`src/rtl/mem1_pkg.sv`:
```
// Shared constants for the mem1 register-mapped peripheral: register offsets,
// CTRL/STATUS bit positions and the default window base.
package mem1_pkg;

    localparam logic [31:0] DEFAULT_BASE_ADDR = 32'h0000_1000;

    localparam logic [4:0] OFF_CTRL     = 5'h00;
    localparam logic [4:0] OFF_STATUS   = 5'h04;
    localparam logic [4:0] OFF_TIMER    = 5'h08;
    localparam logic [4:0] OFF_CMP      = 5'h0C;
    localparam logic [4:0] OFF_GPIO_OUT = 5'h10;
    localparam logic [4:0] OFF_GPIO_IN  = 5'h14;
    localparam logic [4:0] OFF_TXDATA   = 5'h18;

    localparam int CTRL_TIMER_EN = 0;
    localparam int CTRL_IRQ_EN   = 1;
    localparam int CTRL_FIFO_CLR = 2;

    localparam int ST_CMP_FLAG = 0;
    localparam int ST_FULL     = 1;
    localparam int ST_EMPTY    = 2;
    localparam int ST_COUNT_LO = 3;
    localparam int ST_OVF      = 7;

    // STATUS layout: {8'h0, ovf, count[3:0], empty, full, cmp_flag}
    function automatic logic [15:0] status_word(
        input logic       cmp_flag,
        input logic       full,
        input logic       empty,
        input logic [3:0] count,
        input logic       ovf
    );
        logic [15:0] w;
        w = 16'h0000;
        w[ST_CMP_FLAG]                = cmp_flag;
        w[ST_FULL]                    = full;
        w[ST_EMPTY]                   = empty;
        w[ST_COUNT_LO +: 4]           = count;
        w[ST_OVF]                     = ovf;
        return w;
    endfunction

endpackage

```
`src/rtl/mem1_tx_fifo.sv`:
```
// Small register-array FIFO with a combinational head output, synchronous clear
// and a push-accepted indication so the owner can flag overflow.
module mem1_tx_fifo
    import mem1_pkg::*;
#(
    parameter int DEPTH = 4,
    parameter int WIDTH = 8,
    localparam int AW = $clog2(DEPTH),
    localparam int CW = $clog2(DEPTH) + 1
) (
    input  logic             clk,
    input  logic             reset,
    input  logic             clr,
    input  logic             push,
    input  logic [WIDTH-1:0] wdata,
    input  logic             pop,
    output logic [WIDTH-1:0] rdata,
    output logic             full,
    output logic             empty,
    output logic [CW-1:0]    count,
    output logic             push_accepted
);

    localparam logic [CW-1:0] DEPTH_C = CW'(DEPTH);

    logic [WIDTH-1:0] mem_reg [DEPTH];
    logic [AW-1:0]    wr_ptr_reg, wr_ptr_next;
    logic [AW-1:0]    rd_ptr_reg, rd_ptr_next;
    logic [CW-1:0]    count_reg, count_next;
    logic             pop_ok;

    assign full  = (count_reg == DEPTH_C);
    assign empty = (count_reg == '0);
    assign count = count_reg;
    assign rdata = empty ? '0 : mem_reg[rd_ptr_reg];

    // A full FIFO still takes a push when the head leaves on the same edge.
    assign pop_ok        = pop && !empty && !clr;
    assign push_accepted = push && !clr && (!full || pop_ok);

    always_comb begin
        wr_ptr_next = wr_ptr_reg;
        rd_ptr_next = rd_ptr_reg;
        count_next  = count_reg;
        if (clr) begin
            wr_ptr_next = '0;
            rd_ptr_next = '0;
            count_next  = '0;
        end else begin
            if (push_accepted) wr_ptr_next = wr_ptr_reg + AW'(1);
            if (pop_ok)        rd_ptr_next = rd_ptr_reg + AW'(1);
            case ({push_accepted, pop_ok})
                2'b10:   count_next = count_reg + CW'(1);
                2'b01:   count_next = count_reg - CW'(1);
                default: count_next = count_reg;
            endcase
        end
    end

    always_ff @(posedge clk) begin
        if (reset) begin
            wr_ptr_reg <= '0;
            rd_ptr_reg <= '0;
            count_reg  <= '0;
        end else begin
            wr_ptr_reg <= wr_ptr_next;
            rd_ptr_reg <= rd_ptr_next;
            count_reg  <= count_next;
        end
    end

    always_ff @(posedge clk) begin
        if (!reset && push_accepted) begin
            mem_reg[wr_ptr_reg] <= wdata;
        end
    end

endmodule

```
`src/rtl/mem1_peripheral.sv`:
```
// mem1 bus responder: CTRL/STATUS, prescaled compare timer, GPIO and a byte TX
// FIFO. Reads are combinational; writes and all state updates occur on clk.
module mem1_peripheral
    import mem1_pkg::*;
#(
    parameter logic [31:0] BASE_ADDR  = DEFAULT_BASE_ADDR,
    parameter int          FIFO_DEPTH = 4,
    parameter int          PRESC_DIV  = 1
) (
    input  logic        clk,
    input  logic        reset,
    input  logic        mem1_ena,
    input  logic        mem1_rw,
    input  logic [31:0] mem1_daddr,
    input  logic [15:0] mem1_dout,
    output logic [15:0] mem1_din,
    input  logic [15:0] gpio_in,
    output logic [15:0] gpio_out,
    output logic        tx_valid,
    output logic [7:0]  tx_data,
    input  logic        tx_ready,
    output logic        irq
);

    localparam logic [31:0] LAST_ADDR = BASE_ADDR + 32'h0000_001C;
    localparam int CW = $clog2(FIFO_DEPTH) + 1;
    localparam int PW = (PRESC_DIV > 1) ? $clog2(PRESC_DIV) : 1;
    localparam logic [PW-1:0] PRESC_LAST = PW'(PRESC_DIV - 1);

    // ---------------- decode ----------------
    logic       hit;
    logic       bus_wr;
    logic [4:0] offset;
    logic       wr_ctrl, wr_status, wr_timer, wr_cmp, wr_gpio_out, wr_txdata;

    assign hit = mem1_ena && (mem1_daddr >= BASE_ADDR) && (mem1_daddr <= LAST_ADDR)
                 && (mem1_daddr[1:0] == 2'b00);
    // Only the low five bits matter inside the window, so the subtraction stays narrow.
    assign offset = mem1_daddr[4:0] - BASE_ADDR[4:0];
    assign bus_wr = hit && mem1_rw;

    assign wr_ctrl     = bus_wr && (offset == OFF_CTRL);
    assign wr_status   = bus_wr && (offset == OFF_STATUS);
    assign wr_timer    = bus_wr && (offset == OFF_TIMER);
    assign wr_cmp      = bus_wr && (offset == OFF_CMP);
    assign wr_gpio_out = bus_wr && (offset == OFF_GPIO_OUT);
    assign wr_txdata   = bus_wr && (offset == OFF_TXDATA);

    // ---------------- registers ----------------
    logic          timer_en_reg, irq_en_reg;
    logic [15:0]   timer_reg, timer_next;
    logic [15:0]   cmp_reg;
    logic [15:0]   gpio_out_reg;
    logic [15:0]   sync1_reg, sync2_reg;
    logic          cmp_flag_reg, cmp_flag_next;
    logic          ovf_reg, ovf_next;
    logic [PW-1:0] presc_reg, presc_next;

    // ---------------- FIFO ----------------
    logic          fifo_clr, tx_pop;
    logic          fifo_full, fifo_empty, fifo_push_acc;
    logic [CW-1:0] fifo_count;
    logic [3:0]    count_field;

    assign fifo_clr = wr_ctrl && mem1_dout[CTRL_FIFO_CLR];
    assign tx_pop   = tx_valid && tx_ready;

    mem1_tx_fifo #(
        .DEPTH (FIFO_DEPTH),
        .WIDTH (8)
    ) u_tx_fifo (
        .clk           (clk),
        .reset         (reset),
        .clr           (fifo_clr),
        .push          (wr_txdata),
        .wdata         (mem1_dout[7:0]),
        .pop           (tx_pop),
        .rdata         (tx_data),
        .full          (fifo_full),
        .empty         (fifo_empty),
        .count         (fifo_count),
        .push_accepted (fifo_push_acc)
    );

    assign tx_valid = !fifo_empty;

    for (genvar gi = 0; gi < 4; gi++) begin : g_count_field
        if (gi < CW) begin : g_bit
            assign count_field[gi] = fifo_count[gi];
        end else begin : g_zero
            assign count_field[gi] = 1'b0;
        end
    end

    // ---------------- timer ----------------
    logic tick, timer_match, flag_set;

    assign tick        = timer_en_reg && (presc_reg == PRESC_LAST);
    assign timer_match = (timer_reg == cmp_reg);
    // A bus load of TIMER wins over a tick on the same edge and suppresses the flag.
    assign flag_set    = tick && !wr_timer && timer_match;

    always_comb begin
        presc_next = presc_reg;
        timer_next = timer_reg;
        if (wr_timer) begin
            presc_next = '0;
            timer_next = mem1_dout;
        end else if (tick) begin
            presc_next = '0;
            timer_next = timer_match ? 16'h0000 : timer_reg + 16'd1;
        end else if (timer_en_reg) begin
            presc_next = presc_reg + PW'(1);
        end
    end

    // Set beats a same-edge W1C for both sticky flags.
    always_comb begin
        cmp_flag_next = flag_set
                      | (cmp_flag_reg & ~(wr_status & mem1_dout[ST_CMP_FLAG]));
        ovf_next      = (wr_txdata && !fifo_push_acc && !fifo_clr)
                      | (ovf_reg & ~(wr_status & mem1_dout[ST_OVF]));
    end

    always_ff @(posedge clk) begin
        if (reset) begin
            timer_en_reg <= 1'b0;
            irq_en_reg   <= 1'b0;
            timer_reg    <= 16'h0000;
            cmp_reg      <= 16'hFFFF;
            gpio_out_reg <= 16'h0000;
            sync1_reg    <= 16'h0000;
            sync2_reg    <= 16'h0000;
            cmp_flag_reg <= 1'b0;
            ovf_reg      <= 1'b0;
            presc_reg    <= '0;
        end else begin
            if (wr_ctrl) begin
                timer_en_reg <= mem1_dout[CTRL_TIMER_EN];
                irq_en_reg   <= mem1_dout[CTRL_IRQ_EN];
            end
            if (wr_cmp)      cmp_reg      <= mem1_dout;
            if (wr_gpio_out) gpio_out_reg <= mem1_dout;
            sync1_reg    <= gpio_in;
            sync2_reg    <= sync1_reg;
            timer_reg    <= timer_next;
            presc_reg    <= presc_next;
            cmp_flag_reg <= cmp_flag_next;
            ovf_reg      <= ovf_next;
        end
    end

    assign gpio_out = gpio_out_reg;
    assign irq      = irq_en_reg && cmp_flag_reg;

    // ---------------- read mux ----------------
    logic [15:0] rd_data;

    always_comb begin
        rd_data = 16'h0000;
        case (offset)
            OFF_CTRL:     rd_data = {14'h0000, irq_en_reg, timer_en_reg};
            OFF_STATUS:   rd_data = status_word(cmp_flag_reg, fifo_full, fifo_empty,
                                                count_field, ovf_reg);
            OFF_TIMER:    rd_data = timer_reg;
            OFF_CMP:      rd_data = cmp_reg;
            OFF_GPIO_OUT: rd_data = gpio_out_reg;
            OFF_GPIO_IN:  rd_data = sync2_reg;
            default:      rd_data = 16'h0000;
        endcase
    end

    assign mem1_din = (hit && !mem1_rw) ? rd_data : 16'h0000;

endmodule

```
`config.mk`:
```
export PLATFORM = sky130hd
export DESIGN_NAME = mem1_peripheral
export DESIGN_NICKNAME = d
export VERILOG_FILES = /design/src/rtl/mem1_pkg.sv /design/src/rtl/mem1_tx_fifo.sv /design/src/rtl/mem1_peripheral.sv
export SDC_FILE = /design/constraint.sdc
export NUM_CORES = 1
export LEC_CHECK = 0
export BUFFER_PORTS_ARGS = -buffer_cell sky130_fd_sc_hd__buf_2
export CAP_MARGIN = 15
export CORE_MARGIN = 2
export CORE_UTILIZATION = 40
export DETAILED_ROUTE_END_ITERATION = 8
export SYNTH_ARGS = -nofsm -noshare
export SYNTH_HDL_FRONTEND = slang
export SYNTH_SLANG_ARGS = --single-unit
```
`constraint.sdc`:
```
create_clock -name clk -period 6.46 [get_ports clk]
set_input_delay 1.292 -clock clk [delete_from_list [all_inputs] [get_ports clk]]
set_output_delay 1.292 -clock clk [all_outputs]
set_load 0.03 [all_outputs]
```
* Word level (Yosys, flattened, before mapping) *
Memories as Yosys holds them, arrays and structs flattened. A register that Yosys moved wholly into a read port is not among the register bits.
Cells that the tools add are included.

word-level totals
  flip-flop bits (word level) = 92
  bits in latches = 0
  bits in writable memories = 32
  ROM bits = 0
  output and inout port bits = 42
  word-level logic and storage cells = 91
  memories = 1

cells by class
  add/subtract/negate cells = 6
  $mul = 0
  divide/modulo/power cells = 0
  magnitude comparators = 2
  equal/unequal tests = 10
  shift operators = 0
  muxes and demuxes = 11
  bitwise logic cells = 9
  reductions and logical operators = 39

memory list
  name               depth  width  rd ports  clocked after memory_dff  wr ports  RTL line            text
  u_tx_fifo.mem_reg  4      8      1         1                         1         mem1_tx_fifo.sv:26  logic [WIDTH-1:0] mem_reg [DEPTH];

operators by type and width
  operator                                                                               count
  16-bit case mux with 6 select lines                                                    1
  16-bit 2-to-1 mux                                                                      4
  32-bit by 13-bit greater-or-equal comparator with 1-bit output, second input constant  1
  32-bit by 13-bit <= comparator with 1-bit output, second input constant                1
  1-bit logical AND                                                                      24
  16-bit by 1-bit adder with 16-bit output, second input constant                        1
  16-bit equality test                                                                   1
  5-bit equality test, second input constant                                             3
  5-bit by 4-bit equality test with 1-bit output, second input constant                  2
  8-bit 2-to-1 mux                                                                       1
  1-bit logical NOT                                                                      7
  3-bit case mux with 2 select lines                                                     1
  5-bit by 3-bit equality test with 1-bit output, second input constant                  1
  5-bit logical NOT                                                                      1
  2-bit by 1-bit adder with 2-bit output, second input constant                          2
  1-bit AND                                                                              4
  2-bit 2-to-1 mux                                                                       2
  2-bit nonzero test                                                                     2
  3-bit by 1-bit adder with 3-bit output, second input constant                          1
  3-bit equality test, second input constant                                             1
  3-bit logical NOT                                                                      1
  1-bit inverter                                                                         3
  3-bit OR reduction                                                                     1
  3-bit by 1-bit subtractor with 3-bit output, second input constant                     1
  other kinds (8)                                                                        10

* Depth between registers and ports, before layout *
  word-level depth = 15
  gate-level depth with buffers = 11
  gate-level depth less buffers = 11

* Cells and area by module *
Synthesis repeated with hierarchy kept, for this count alone.

unflattened totals
  cell total of the unflattened synthesis = 570
  area, all modules = 5963.2 µm²

by module, submodules not included
  module           instances  cells an instance  area each (µm²)  sequential area each (µm²)
  mem1_peripheral  1          461                4246.6           1701.6
  mem1_tx_fifo     1          109                1716.6           1141.1

* Worst setup path after synthesis *
OpenSTA, ideal clock, no wires.

  path kind = input to output
  from = input mem1_daddr[11]
  to = output mem1_din[10]
  arrival = 2.939 ns
  data required time = 5.168 ns
  setup slack = 2.229 ns
  stages = 6
  buffers on the path = 1
  cells stage by stage = nor4_1 > nand4_1 > nor3_1 > nand3_1 > buf_2 > a21oi_1

between the ends
  word-level cells in the longest chain between the ends = 6
  elaborated cells between the ends (all ways) = 7

RTL lines
  element                                                         RTL line                text
  start, declared                                                 mem1_peripheral.sv:14   input logic [31:0] mem1_daddr,
  32-bit by 13-bit greater-or-equal comparator with 1-bit output  mem1_peripheral.sv:36   assign hit = mem1_ena && (mem1_daddr >= BASE_ADDR) && (mem1_daddr <= LAST_ADDR)
  1-bit logical AND                                               mem1_peripheral.sv:36
  1-bit logical AND *                                             mem1_peripheral.sv:36
  1-bit logical AND *                                             mem1_peripheral.sv:37   && (mem1_daddr[1:0] == 2'b00);
  1-bit logical AND *                                             mem1_peripheral.sv:173  assign mem1_din = (hit && !mem1_rw) ? rd_data : 16'h0000;
  16-bit 2-to-1 mux *                                             mem1_peripheral.sv:173
  end, declared                                                   mem1_peripheral.sv:16   output logic [15:0] mem1_din,

Mark *: on every way between the ends. The rest lies on a longest branch, timed or not.

* Worst setup path after layout *
  from = input mem1_daddr[17]
  to = output mem1_din[7]

The elaborated chain is that of the path after synthesis.

==> qor.txt <==
Vias per Instance: 5.50
CP Launch Point: mem1_daddr[17]
met3 Usage GRT: 0.0501
Synth Register Bits: 126
Core ar.: 14400 µm²
area of the multi-input gates: 2730 µm²
period utilization: 0.732
Fin Setup TNS: 0 ps
Starting DRT DRC Count: 381
routed length per instance: 17.8 µm
HP Class: flop to flop
worst slack, placed: 1730 ps
Final Hold Viols: 0
root buf cell: clkbuf_16
Crit Path Category: primary input to output pin
CTS clk-pin slew, worst paths: 60 ps
Pleak: 2.54 nW
H-tree levels: 4
vias in the first global route: 4593
CP arrival: 3440 ps
Max-Cap Viols: 0
min Tclk post-route: 4730 ps
routing usage on met1: 0.254
Remaining Overflow, GRT: 0
Critical Path End Type: output pin
synth warn: 0
clock skew after layout: 9.06 ps
max reg flops: 32
Post-Layout Cell Count: 842
crit path cell chain: buf_2 -> nor4_1 -> nand4_1 -> nor3_1 -> nand3_1 -> a21oi_1 -> buf_2
# diodes: 0
Crit path largest cell delay: 510 ps
Slew @ Worst Pin: 1020 ps
GRT Total Usage: 0.197
Site Rows: 44
post-synthesis sequential area ratio: 0.484
post-route cell area: 6980 µm²
clock buffer depth: 2
syn_area_per_cell: 10.5 µm²
# resized after CTS: 0
final worst slack: 1730 ps
Worst path slowest cell: nand3_1
cell taking the most area after synthesis: dfxtp_1
pwr dens: 259 nW/µm²
fin. max-slew vios: 0
Worst VDD drop: 0.175 mV
clock sink total: 126
Clk Latency, worst-skew pair: 420 ps
Area contributors post-synth: dfxtp_1, edfxtp_1, mux2i_1
Final HPWL DP: 10400 µm
Worst R2R Path Depth: 5
top-area cell type share of the netlist area: 0.321
Fill cells: 1345
first-pass GRT wire length: 24300 µm
crit-path max FO: 14
Port Buf Inserts: 110
Final setup viols: 0
most frequent cells in the layout: buf_2, dfxtp_1, nor2_1
RSZ-0062 raised after global routing: false
Routed Antenna Nets: 0
cell depth of the worst setup path: 7
antenna violations before repair: 0
DRT Wirelength: 15000 µm
Post-DP Area: 6420 µm²
synthesized instance count: 560
GR Util met2: 0.315
synthesis-to-finish area growth: 18.8%
placed cell count: 810
Async SR Flop Fraction: 0
Required @ worst endpoint: 5170 ps
Initial Util: 0.407
Hold Buf Count CTS: 0
total number of vias: 4632
postcts setup bufs: 0
Unique masters post-synth: 50
status: completed
hold_sp: sync1_reg[7]$_SDFF_PP0_
share of layout cells above drive strength 1: 0.252
Worst Hold Depth: 1
register area: 2840 µm²
die area: 15700 µm²
Most common cell on crit path: buf_2
I/O pin count: 111
number of flops mapped to enable cells by yosys: 32
post-synth net total: 636
Synth Flop Type: dfxtp_1
CP bufs+invs: 2
worst flop-to-flop path startpoint: timer_reg[0]$_SDFFE_PP0P_
CP top delay family: simple AND/OR/NAND/NOR gates
RD Place Congestion: 0.829
die width: 125 µm
total CTS buffers: 17
Synth Cell Area: 5870 µm²
largest net degree at the start of global routing: 69
critical path launch point type: primary input
Slew Limit Headroom: 0.319
DRC: 0
Layout Nets: 721
GR peak layer: met2
CTS tree: done
Die H: 125 µm
Fmax: 0.212 GHz
Pre-antenna DRT Iters: 5
leading cell type in the layout, fill and taps excluded: buf_2
-- logic make-up after synthesis --
logic type	after synthesis	synth area share
AO/OA/AOI/OAI	91	0.120
XOR/XNOR	26	0.0388
adder cells (fa/ha/maj)	7	0.0162
buffers and inverters	58	0.0509
flip-flops	126	0.484
multiplexers	43	0.0904
AND/OR/NAND/NOR	209	0.199
-- cell usage after synthesis (all sizes together) (2+ instances only) --
master   n
dfxtp   94
nor2    45
mux2i   35
nor2b   35
nand2   33
edfxtp  32
a22oi   31
clkbuf  26
xor2    23
buf     21
a21oi   20
nand3   19
and2    15
nor4    15
a311oi  12
nor3    12
inv     11
o21ai    9
and3     8
and4     8
mux4     8
nand4    8
ha       6
a222oi   5
a31oi    4
a21boi   3
xnor2    3
a32o     2
and4b    2
nor4b    2
nor4bb   2
-- metrics by stage --
stage | util | total power, mW | hold slack, ps
2_1_floorplan | - | 0.896 | 414
3_3_place_gp | 0.445 | 0.935 | 418
3_5_place_dp | 0.445 | 0.938 | 420
4_1_cts | 0.484 | 1.82 | 434
5_1_grt | 0.484 | 1.87 | 456
6_report | 0.484 | 1.81 | 433
-- report_power, final --
part,leakage (nW),switching [mW],internal [mW]
logic,1.23,0.0453,0.0369
clock network,0.260,0.343,0.542
registers,1.05,0.0168,0.824
total,2.54,0.405,1.40
-- layer usage --
layer | share of wire | wire length (µm)
met5 | 0 | 0
met4 | 0.016 | 247
met3 | 0.054 | 814
met2 | 0.48 | 7160
met1 | 0.45 | 6780
-- worst paths after layout --
path	slack, ps	endpoint
worst max-delay path	1730	mem1_din[7]
worst min-delay path	430	sync2_reg[7]$_SDFF_PP0_
worst max register to register	3750	timer_reg[10]$_SDFFE_PP0P_
worst min register to register	430	sync2_reg[7]$_SDFF_PP0_
-- layout make-up --
class,count,area share
Tap cell,184,0.0330
Multi-Input combinational cell,376,0.391
Clock inverter,8,0.00807
Sequential cell,126,0.408
Timing Repair Buffer,113,0.0822
Clock buffer,24,0.0721
Inverter,11,0.00592
Power figures use the tool's default switching activity.
